**src/rtl/neural_network_act_interp.sv**
```systemverilog
// Activation LUT read side: drives the LUT address from the incoming sample and
// linearly interpolates between base and next entries through a 2-stage pipeline.
module neural_network_act_interp #(
    parameter int DATA_W = 8,
    parameter int ADDR_W = 4
) (
    input  logic              clk,
    input  logic              rst,
    input  logic [DATA_W-1:0] x_in,
    input  logic              x_valid,
    output logic              x_ready,
    output logic [ADDR_W-1:0] lut_address,
    input  logic [DATA_W-1:0] lut_base,
    input  logic [DATA_W-1:0] lut_next,
    output logic [DATA_W-1:0] y_out,
    output logic              y_valid,
    input  logic              y_ready
);
    localparam int FRAC_W = DATA_W - ADDR_W;
    localparam int PW     = DATA_W + FRAC_W + 2;

    logic              rdy_en;
    logic              s1_valid;
    logic              s2_valid;
    logic [DATA_W-1:0] base_q;
    logic [DATA_W-1:0] next_q;
    logic [FRAC_W-1:0] frac_q;
    logic [DATA_W-1:0] y_q;

    logic              adv2;
    logic              accept;

    logic signed [DATA_W:0] diff;
    logic signed [FRAC_W:0] frac_s;
    logic signed [PW-1:0]   prod;
    logic signed [PW-1:0]   shifted;
    logic signed [PW-1:0]   sum;
    logic [DATA_W-1:0]      sat;

    assign lut_address = x_in[DATA_W-1 -: ADDR_W];

    // rdy_en holds x_ready low for the first cycle after reset release
    assign adv2    = s1_valid & (~s2_valid | y_ready);
    assign x_ready = rdy_en & (~s1_valid | adv2);
    assign accept  = x_valid & x_ready;

    assign y_valid = s2_valid;
    assign y_out   = y_q;

    always_comb begin
        diff    = $signed({next_q[DATA_W-1], next_q}) - $signed({base_q[DATA_W-1], base_q});
        frac_s  = $signed({1'b0, frac_q});
        prod    = PW'(diff) * PW'(frac_s);
        shifted = prod >>> FRAC_W;
        sum     = PW'($signed(base_q)) + shifted;
        sat     = sum[DATA_W-1:0];
        // Out of range when the bits above the result sign are not all copies of it
        if (sum[PW-1] && !(&sum[PW-1:DATA_W-1])) begin
            sat = {1'b1, {(DATA_W-1){1'b0}}};
        end else if (!sum[PW-1] && (|sum[PW-1:DATA_W-1])) begin
            sat = {1'b0, {(DATA_W-1){1'b1}}};
        end
    end

    always_ff @(posedge clk or posedge rst) begin
        if (rst) begin
            rdy_en   <= 1'b0;
            s1_valid <= 1'b0;
            s2_valid <= 1'b0;
            base_q   <= '0;
            next_q   <= '0;
            frac_q   <= '0;
            y_q      <= '0;
        end else begin
            rdy_en <= 1'b1;

            if (accept) begin
                base_q   <= lut_base;
                next_q   <= lut_next;
                frac_q   <= x_in[FRAC_W-1:0];
                s1_valid <= 1'b1;
            end else if (adv2) begin
                s1_valid <= 1'b0;
            end

            if (adv2) begin
                y_q      <= sat;
                s2_valid <= 1'b1;
            end else if (y_ready) begin
                s2_valid <= 1'b0;
            end
        end
    end

endmodule
```
**config.mk**
```make
export PLATFORM = sky130hd
export DESIGN_NAME = neural_network_act_interp
export DESIGN_NICKNAME = d
export VERILOG_FILES = /design/src/rtl/neural_network_act_interp.sv
export SDC_FILE = /design/constraint.sdc
export NUM_CORES = 1
export LEC_CHECK = 0
export BUFFER_PORTS_ARGS = -buffer_cell sky130_fd_sc_hd__buf_2
export CAP_MARGIN = 30
export CORE_UTILIZATION = 53
export CTS_BUF_LIST = sky130_fd_sc_hd__clkbuf_2 sky130_fd_sc_hd__clkbuf_4 sky130_fd_sc_hd__clkbuf_8
export DETAILED_ROUTE_END_ITERATION = 6
export GPL_ROUTABILITY_DRIVEN = 0
export PLACE_DENSITY = 0.71
export SKIP_CTS_REPAIR_TIMING = 1
export SYNTH_ARGS = -nofsm -noshare
export SYNTH_HDL_FRONTEND = slang
export SYNTH_SLANG_ARGS = --single-unit
```
**constraint.sdc**
```tcl
create_clock -name clk -period 6.7 [get_ports clk]
set_input_delay 1.005 -clock clk [delete_from_list [all_inputs] [get_ports clk]]
set_output_delay 1.005 -clock clk [all_outputs]
set_load 0.005 [all_outputs]
```
; After elaboration in Yosys (flattened, before gate mapping)
; Index checks and enable logic that the tools add are counted.
[op_classes]
n_reduce_logical = 8
n_bitwise = 7
muxes = 6
mul = 1
addsub = 2
[op_table]
columns = operator, n
row1 = $mux W8, 2
row2 = $mul A9 B5 Y14, 1
row3 = $add A8 B10 Y11, 1
row4 = $sub A8 B8 Y9, 1
row5 = $reduce_and A7 Y1, 1
row6 = $reduce_or A7 Y1, 1
row7 = $mux W1, 4
row8 = $reduce_bool A2 Y1, 2
row9 = $and A1 B1 Y1, 3
row10 = $logic_and A1 B1 Y1, 2
row11 = $logic_not A1 Y1, 2
row12 = $not A1 Y1, 2
row13 = $or A1 B1 Y1, 2
[word_totals]
out_inout_bits = 14
register_bits = 31

; Longest topological paths before layout
; Gate-level depths: netlist of run 1.
[depth]
ltp_word = 7
mapped_depth = 29
ltp_nobuf = 29

; Worst setup path before layout of run 1
; No wires, ideal clock.
[synth_path]
path_type = register to register
startpoint = register base_q[1]
endpoint = register y_q[2] (netlist: y_out[2])
n_path_buf = 0
path_slack_ns = 0.610
t_arrival_ns = 5.950
setup_time_ns = 0.139
synth_period_minus_slack_ns = 6.090
path_stages_with_launch = 30
cell_sequence = dfrtp_1 > inv_1 > ha_1 > nor2b_1 > o21ai_0 > a21boi_0 > o21ai_0 > nor2b_1 > xnor2_1 > and2_1 > ha_1 > fa_1 > inv_1 > fa_1 > inv_1 > ha_1 > a21oi_1 > nand2_1 > a21o_1 > o41ai_4 > o21ba_1 > xnor2_1 > ha_1 > nand3_1 > nor2_1 > a221oi_2 > xnor2_1 > o31a_2 > nor2_1 > o21ai_1
[synth_via]
elab_chain_cells = 7
word_cells_on_any_way = 11
classes_between = add/sub: 2 / mul: 1 / mux: 2 / reduce/logical: 6
[synth_rtl]
columns = item, line
row1 = start: declaration, 25  ; logic [DATA_W-1:0] base_q;
row2 = start signal: assignment, 78  ; base_q <= lut_base;
row3 = $sub A8 B8 Y9, 51  ; diff = $signed({next_q[DATA_W-1], next_q}) - $signed({base_q[DATA_W-1], base_q});
row4 = $mul A9 B5 Y14, 53  ; prod = PW'(diff) * PW'(frac_s);
row5 = $add A8 B10 Y11 *, 55  ; sum = PW'($signed(base_q)) + shifted;
row6 = "$reduce_or A7 Y1, or another cell as far along", 60  ; end else if (!sum[PW-1] && (|sum[PW-1:DATA_W-1])) begin
row7 = $logic_and A1 B1 Y1 / $logic_not A1 Y1 (equally long branches), "60, 58"
row8 = $mux W8 / $logic_and A1 B1 Y1 (equally long branches), "60, 58"
row9 = $mux W8 *, 58  ; if (sum[PW-1] && !(&sum[PW-1:DATA_W-1])) begin
row10 = end signal: assignment, 87  ; y_q <= sat;
row11 = end: declaration, 28  ; logic [DATA_W-1:0] y_q;
; Every way passes the cells marked *; elsewhere a longest branch is shown, timed or not.
; A chain may end at the register's enable or synchronous reset.

; Worst setup path after layout of run 1
[layout_path]
startpoint = register base_q[1]
endpoint = register y_q[5] (netlist: y_out[5])
; Same word-level chain as after synthesis.

==> out/qor.yml, run 1 <==
critPathSlowestCell: "fa_1"
grt_max_degree: 32
finalCritPeriodShare: 0.943
antenna_found_initial: 0
critical_path.max_stage_delay_ps: 530
crit_top_cell: "ha_1"
dp_hpwl_um: 5150
min_path_type: "flop to flop"
drv_slew: 0
drcViolationCount: 0
core_um2: 5960
multi_input_area_um2: 2320
stdcell_count: 466
dpl_cell_area_um2: 3530
die_w_um: 80.9
fin_skew_ps: 4.19
clock_sink_count: 31
firstDrtPassIters: 4
die_y_um: 80.9
async_reset_ff_frac: 1.00
final_util: 0.623
grt_pass1_wl_um: 10000
outcome: "finished, final reports clean"
avgSynthCellArea_um2: 9.41
synth_cell_types: 46
pin_count: 42
seq_area_frac_synth: 0.235
max_slew_margin: 0.432
yosysWarnings: 0
finalSetupViolCount: 0
synthFlopType: "dfrtp_1"
grt_pass1_vias: 2226
synth_area_um2: 3300
final_area_um2: 3710
worstMarginPinSlew_ps: 850
clkSlewWorstSetupHoldPaths_ps: 70
synth_cells: 351
ys_ff_latch: 31
grtUsageTotal: 0.202
path_class: "flop to flop"
final_antenna_net_count: 0
synth-edff-count: 0
core.rowCount: 28
crit_required_ps: 6880
cts_tree: "done"
drt-total-wl_um: 6200
startpoint_type: "flop"
regArea_um2: 777
clockBufferDepth: 2
n_fill_cell: 514
antennaDiodeCount: 0
detail_route.iter0.violations: 63
final.hold.worst_slack_ps: 484
grt.overflow.total: 0
syn2layout_area_growth_pct: 12.4
place_inst: 453
wire_per_inst_um: 13.3
maxCapViolCount: 0
drive_gt1_frac: 0.220
crit_arrival_ps: 6490
vias_per_cell: 5.25
min_period_ps: 6320
cts-root-buf: "clkbuf_8"
portBuffers: 33
dieArea_um2: 6550
vias: 2447
initial_core_util: 0.554
cts-buffers-inserted: 5
max_freq_mhz: 158
cts_max_level: 2
critPathCaptureType: "flop"
layout.nets: 480
clk_latency_ps: 290
crit_fanout: 7
hold_violations: 0
synth_nets: 441
[critical path, delay by kind of cell, from the launching register on]
kind / cells / cell delay [ps]
AOI/OAI and AO/OA: 10 / 2180
xor gates and xnor gates: 3 / 380
adders and majority gates: 6 / 2290
buffers and inverters: 4 / 320
DFF: 1 / 400
and+or+nand+nor: 5 / 640
[synth_stat cells, types with 2 or more instances]
master	count	area (um^2)
nand3b_1	2	15.0
ha_1	42	526
o21ai_0	8	40.0
fa_1	20	400
o21ai_1	8	40.0
nor2b_1	15	93.8
clkbuf_1	5	18.8
nand2b_1	6	37.5
a21oi_1	10	50.1
dfrtp_1	31	776
o21a_1	4	30.0
inv_1	51	191
nand3_1	6	30.0
and2_1	22	138
mux2_2	20	225
a211oi_1	4	30.0
xor2_1	6	52.6
buf_4	4	30.0
nand2_1	24	90.1
nor2_1	18	67.6
xnor2_1	20	175
[registers in the layout, summed over array words and instances, names as in the netlist]
register	flops
base_q	8
y_valid	1
rdy_en	1
y_out	8
next_q	8
s1_valid	1
frac_q	4
[metal layers]
metal	routed length (um)	track usage
met5	0	0
met3	187	0.0303
met1	2990	0.272
met4	131	0.0768
met2	2890	0.328
[per-stage QoR]
step	TNS, ps	setup slack (ps)
global placement	0	373
CTS	0	95.3
finish	0	383
floorplan	0	610
global route	-30.5	-17.2
detailed placement	0	97.8
[cell families after synthesis]
family / count (synthesis) / synth area share
adder cells (fa/ha/maj): 62 / 0.280
AO/OA/AOI/OAI: 52 / 0.116
flip-flops: 31 / 0.235
other: 1 / 0.00114
multiplexers: 20 / 0.0682
buffers and inverters: 60 / 0.0728
AND/OR/NAND/NOR: 99 / 0.158
XOR/XNOR: 26 / 0.0690
[layout make-up]
cell class                 instances  area share
clock buffer                       7      0.0260
timing repair buffer              41      0.0607
tap                               75      0.0253
inverter                          51      0.0516
clock inverter                     1     0.00202
sequential                        31       0.209
multi-input combinational        260       0.625
[worst paths after layout]
path                           start   endpoint  slack [ps]  depth (start not counted)
hold / removal              y_out[1]   y_out[1]         480                          2
hold reg to reg             y_out[1]   y_out[1]         480                          2
max in group asynchronous        rst  base_q[1]        5610                          3
min in group asynchronous        rst     rdy_en         790                          3
setup / recovery           base_q[1]   y_out[5]         380                         28
setup reg to reg           base_q[1]   y_out[5]         380                         28
[placed cells by master, fill, tap and decap left out, types with 9 or more instances in the layout]
master   instances
a21oi_1          9
and2_1          22
buf_2           33
dfrtp_1         30
fa_1            20
ha_1            42
inv_1           51
mux2_2          20
nand2_1         24
nor2_1          18
nor2b_1         13
o21ai_1          9
xnor2_1         19
Power of run 1 is not shown: default switching activity piles up to over one toggle a cycle in this logic, so the estimate is an artifact.
==> run 2: changes to the inputs <==
--- a/config.mk
+++ b/config.mk
@@ -9,9 +9,10 @@
 export CAP_MARGIN = 30
 export CORE_UTILIZATION = 53
 export CTS_BUF_LIST = sky130_fd_sc_hd__clkbuf_2 sky130_fd_sc_hd__clkbuf_4 sky130_fd_sc_hd__clkbuf_8
+export CTS_CLUSTER_DIAMETER = 150
 export DETAILED_ROUTE_END_ITERATION = 6
 export GPL_ROUTABILITY_DRIVEN = 0
-export PLACE_DENSITY = 0.71
+export PLACE_DENSITY = 0.74
 export SKIP_CTS_REPAIR_TIMING = 1
 export SYNTH_ARGS = -nofsm -noshare
 export SYNTH_HDL_FRONTEND = slang
==> constraint.sdc (replaced) <==
create_clock -name clk -period 5.65 [get_ports clk]
set_input_delay 0.8475 -clock clk [delete_from_list [all_inputs] [get_ports clk]]
set_output_delay 0.8475 -clock clk [all_outputs]
set_load 0.005 [all_outputs]
==> run 2 against run 1 <==
  * The flow now finishes with violations (negative setup slack)
  * Routed wire length up 27%
  * Worst hold slack worse by 2.7 ps
  * Final area up 15%
  * Register-to-register slack worse by 840 ps
  * Fmax up 3.5%
  * Sequential share of layout area down 2.8 points
  * First-iteration DRC count up 79%
  * Clock-buffer cell count unchanged
==> out/qor.yml, run 2 (synthesis gave the netlist of run 1 again) <==
max_freq_mhz: 164  # +3.5%
dp_hpwl_um: 5810  # +13%
outcome: "finished with violations"
antenna_found_initial: 0  # unchanged
critPathSlowestCell: "fa_1"
critical_path.max_stage_delay_ps: 540  # about the same
grt_max_degree: 32  # unchanged
reg2reg_slack_ps: -450  # -840 ps
grt_pass1_wl_um: 12400  # +24%
grt_pass1_vias: 2783  # +25%
cts-buffers-inserted: 5  # unchanged
path_class: "flop to flop"
drv_slew: 0  # unchanged
fin_skew_ps: 5.23  # +1.04 ps
crit_fanout: 7  # unchanged
vias: 2733  # +12%
dieArea_um2: 6550  # unchanged
core.rowCount: 28  # unchanged
detail_route.iter0.violations: 113  # +79%
max_slew_margin: 0.425  # -0.00679
initial_core_util: 0.554  # unchanged
drcViolationCount: 0  # unchanged
final_common_cell: "buf_4"
wire_per_inst_um: 15.0  # +13%
crit_required_ps: 5830  # -1050 ps
firstDrtPassIters: 4  # unchanged
drt-total-wl_um: 7880  # +27%
worst_slack_ps: -455  # -838 ps
portBuffers: 33  # unchanged
crit_family: "adder cells"
failed_checks: "negative setup slack"
min_period_ps: 6100  # -212 ps
route.met2.wl_um: 4100  # +42%
grtUsageTotal: 0.246  # +0.0434
die_w_um: 80.9  # unchanged
finalSetupViolCount: 8  # +8
clockBufferDepth: 2  # unchanged
dr_wl_met3_um: 276  # +48%
crit_top_cell: "buf_4"
antennaDiodeCount: 0  # unchanged
critPathCaptureType: "flop"
cts_max_level: 2  # unchanged
die_y_um: 80.9  # unchanged
top_layer: "met4"
maxCapViolCount: 0  # unchanged
cts_tree: "done"
layout_common_cells: "buf_4 (66), inv_1 (48), ha_1 (37)"
n_fill_cell: 437  # -15%
clock_sink_count: 31  # unchanged
final_antenna_net_count: 0  # unchanged
hold_violations: 0  # unchanged
syn2layout_area_growth_pct: 29.2
min_path_type: "flop to flop"
crit_arrival_ps: 6280  # -210 ps
startpoint_type: "flop"
dp_slack_ps: -391  # -489 ps
worstMarginPinSlew_ps: 860  # +10.2 ps
vias_per_cell: 5.22  # -0.67%
wl_met1_um: 3360  # +12%
layout.nets: 538  # +12%
pin_count: 42  # unchanged
rsz0062_at_grt: "true"
crit_buf_inv: 5  # +1
finalCritPeriodShare: 1.08  # +0.138
clkSlewWorstSetupHoldPaths_ps: 70  # about the same
drive_gt1_frac: 0.372  # +0.152
cts-root-buf: "clkbuf_8"
setup_tns_ps: -3160  # -3160 ps
clk_latency_ps: 290  # about the same
grt.overflow.total: 0  # unchanged
core_um2: 5960  # unchanged
-- run 2: worst paths after layout --
| check | start | to | cells after the start |
|---|---|---|---|
| max in group asynchronous | rst | base_q[0] | 3 |
| max | base_q[1] | y_out[0] | 28 |
| min reg2reg | y_out[6] | y_out[6] | 2 |
| min in group asynchronous | rst | base_q[7] | 3 |
| max reg2reg | base_q[1] | y_out[0] | 28 |
| min | y_out[6] | y_out[6] | 2 |
-- run 2: layer usage --
layer	track usage	vias to the layer above
met1	0.317	1322
met5	0	-
li1	-	1338
met2	0.434	60
met4	0.0714	0
met3	0.0247	13
-- run 2: worst min-delay path, cell delays in order, from the launching register on --
cell	delay, ps
dfrtp_1	340
nand2_1	50
o21ai_1	60
-- run 2: through the flow --
stage	hold slack (ps)	util	cells	instance area [um^2]
detailed placement	473	0.667	508	3970
finish	481	0.716	524	4270
global placement	464	0.667	508	3970
global route	517	0.716	524	4270
floorplan	471	-	351	3330
CTS	489	0.685	516	4080
-- run 2: area by class of cell --
class | instances | area [um^2] | area share
clock buffers | 7 | 96.3 | 0.0226
inverters | 51 | 191 | 0.0449
flip-flops and latches | 31 | 776 | 0.182
well taps | 75 | 93.8 | 0.0220
clock inverters | 1 | 7.51 | 0.00176
multi-input cells | 260 | 2440 | 0.572
repair buffers | 99 | 661 | 0.155
Power of run 2 is left out for the same reason.
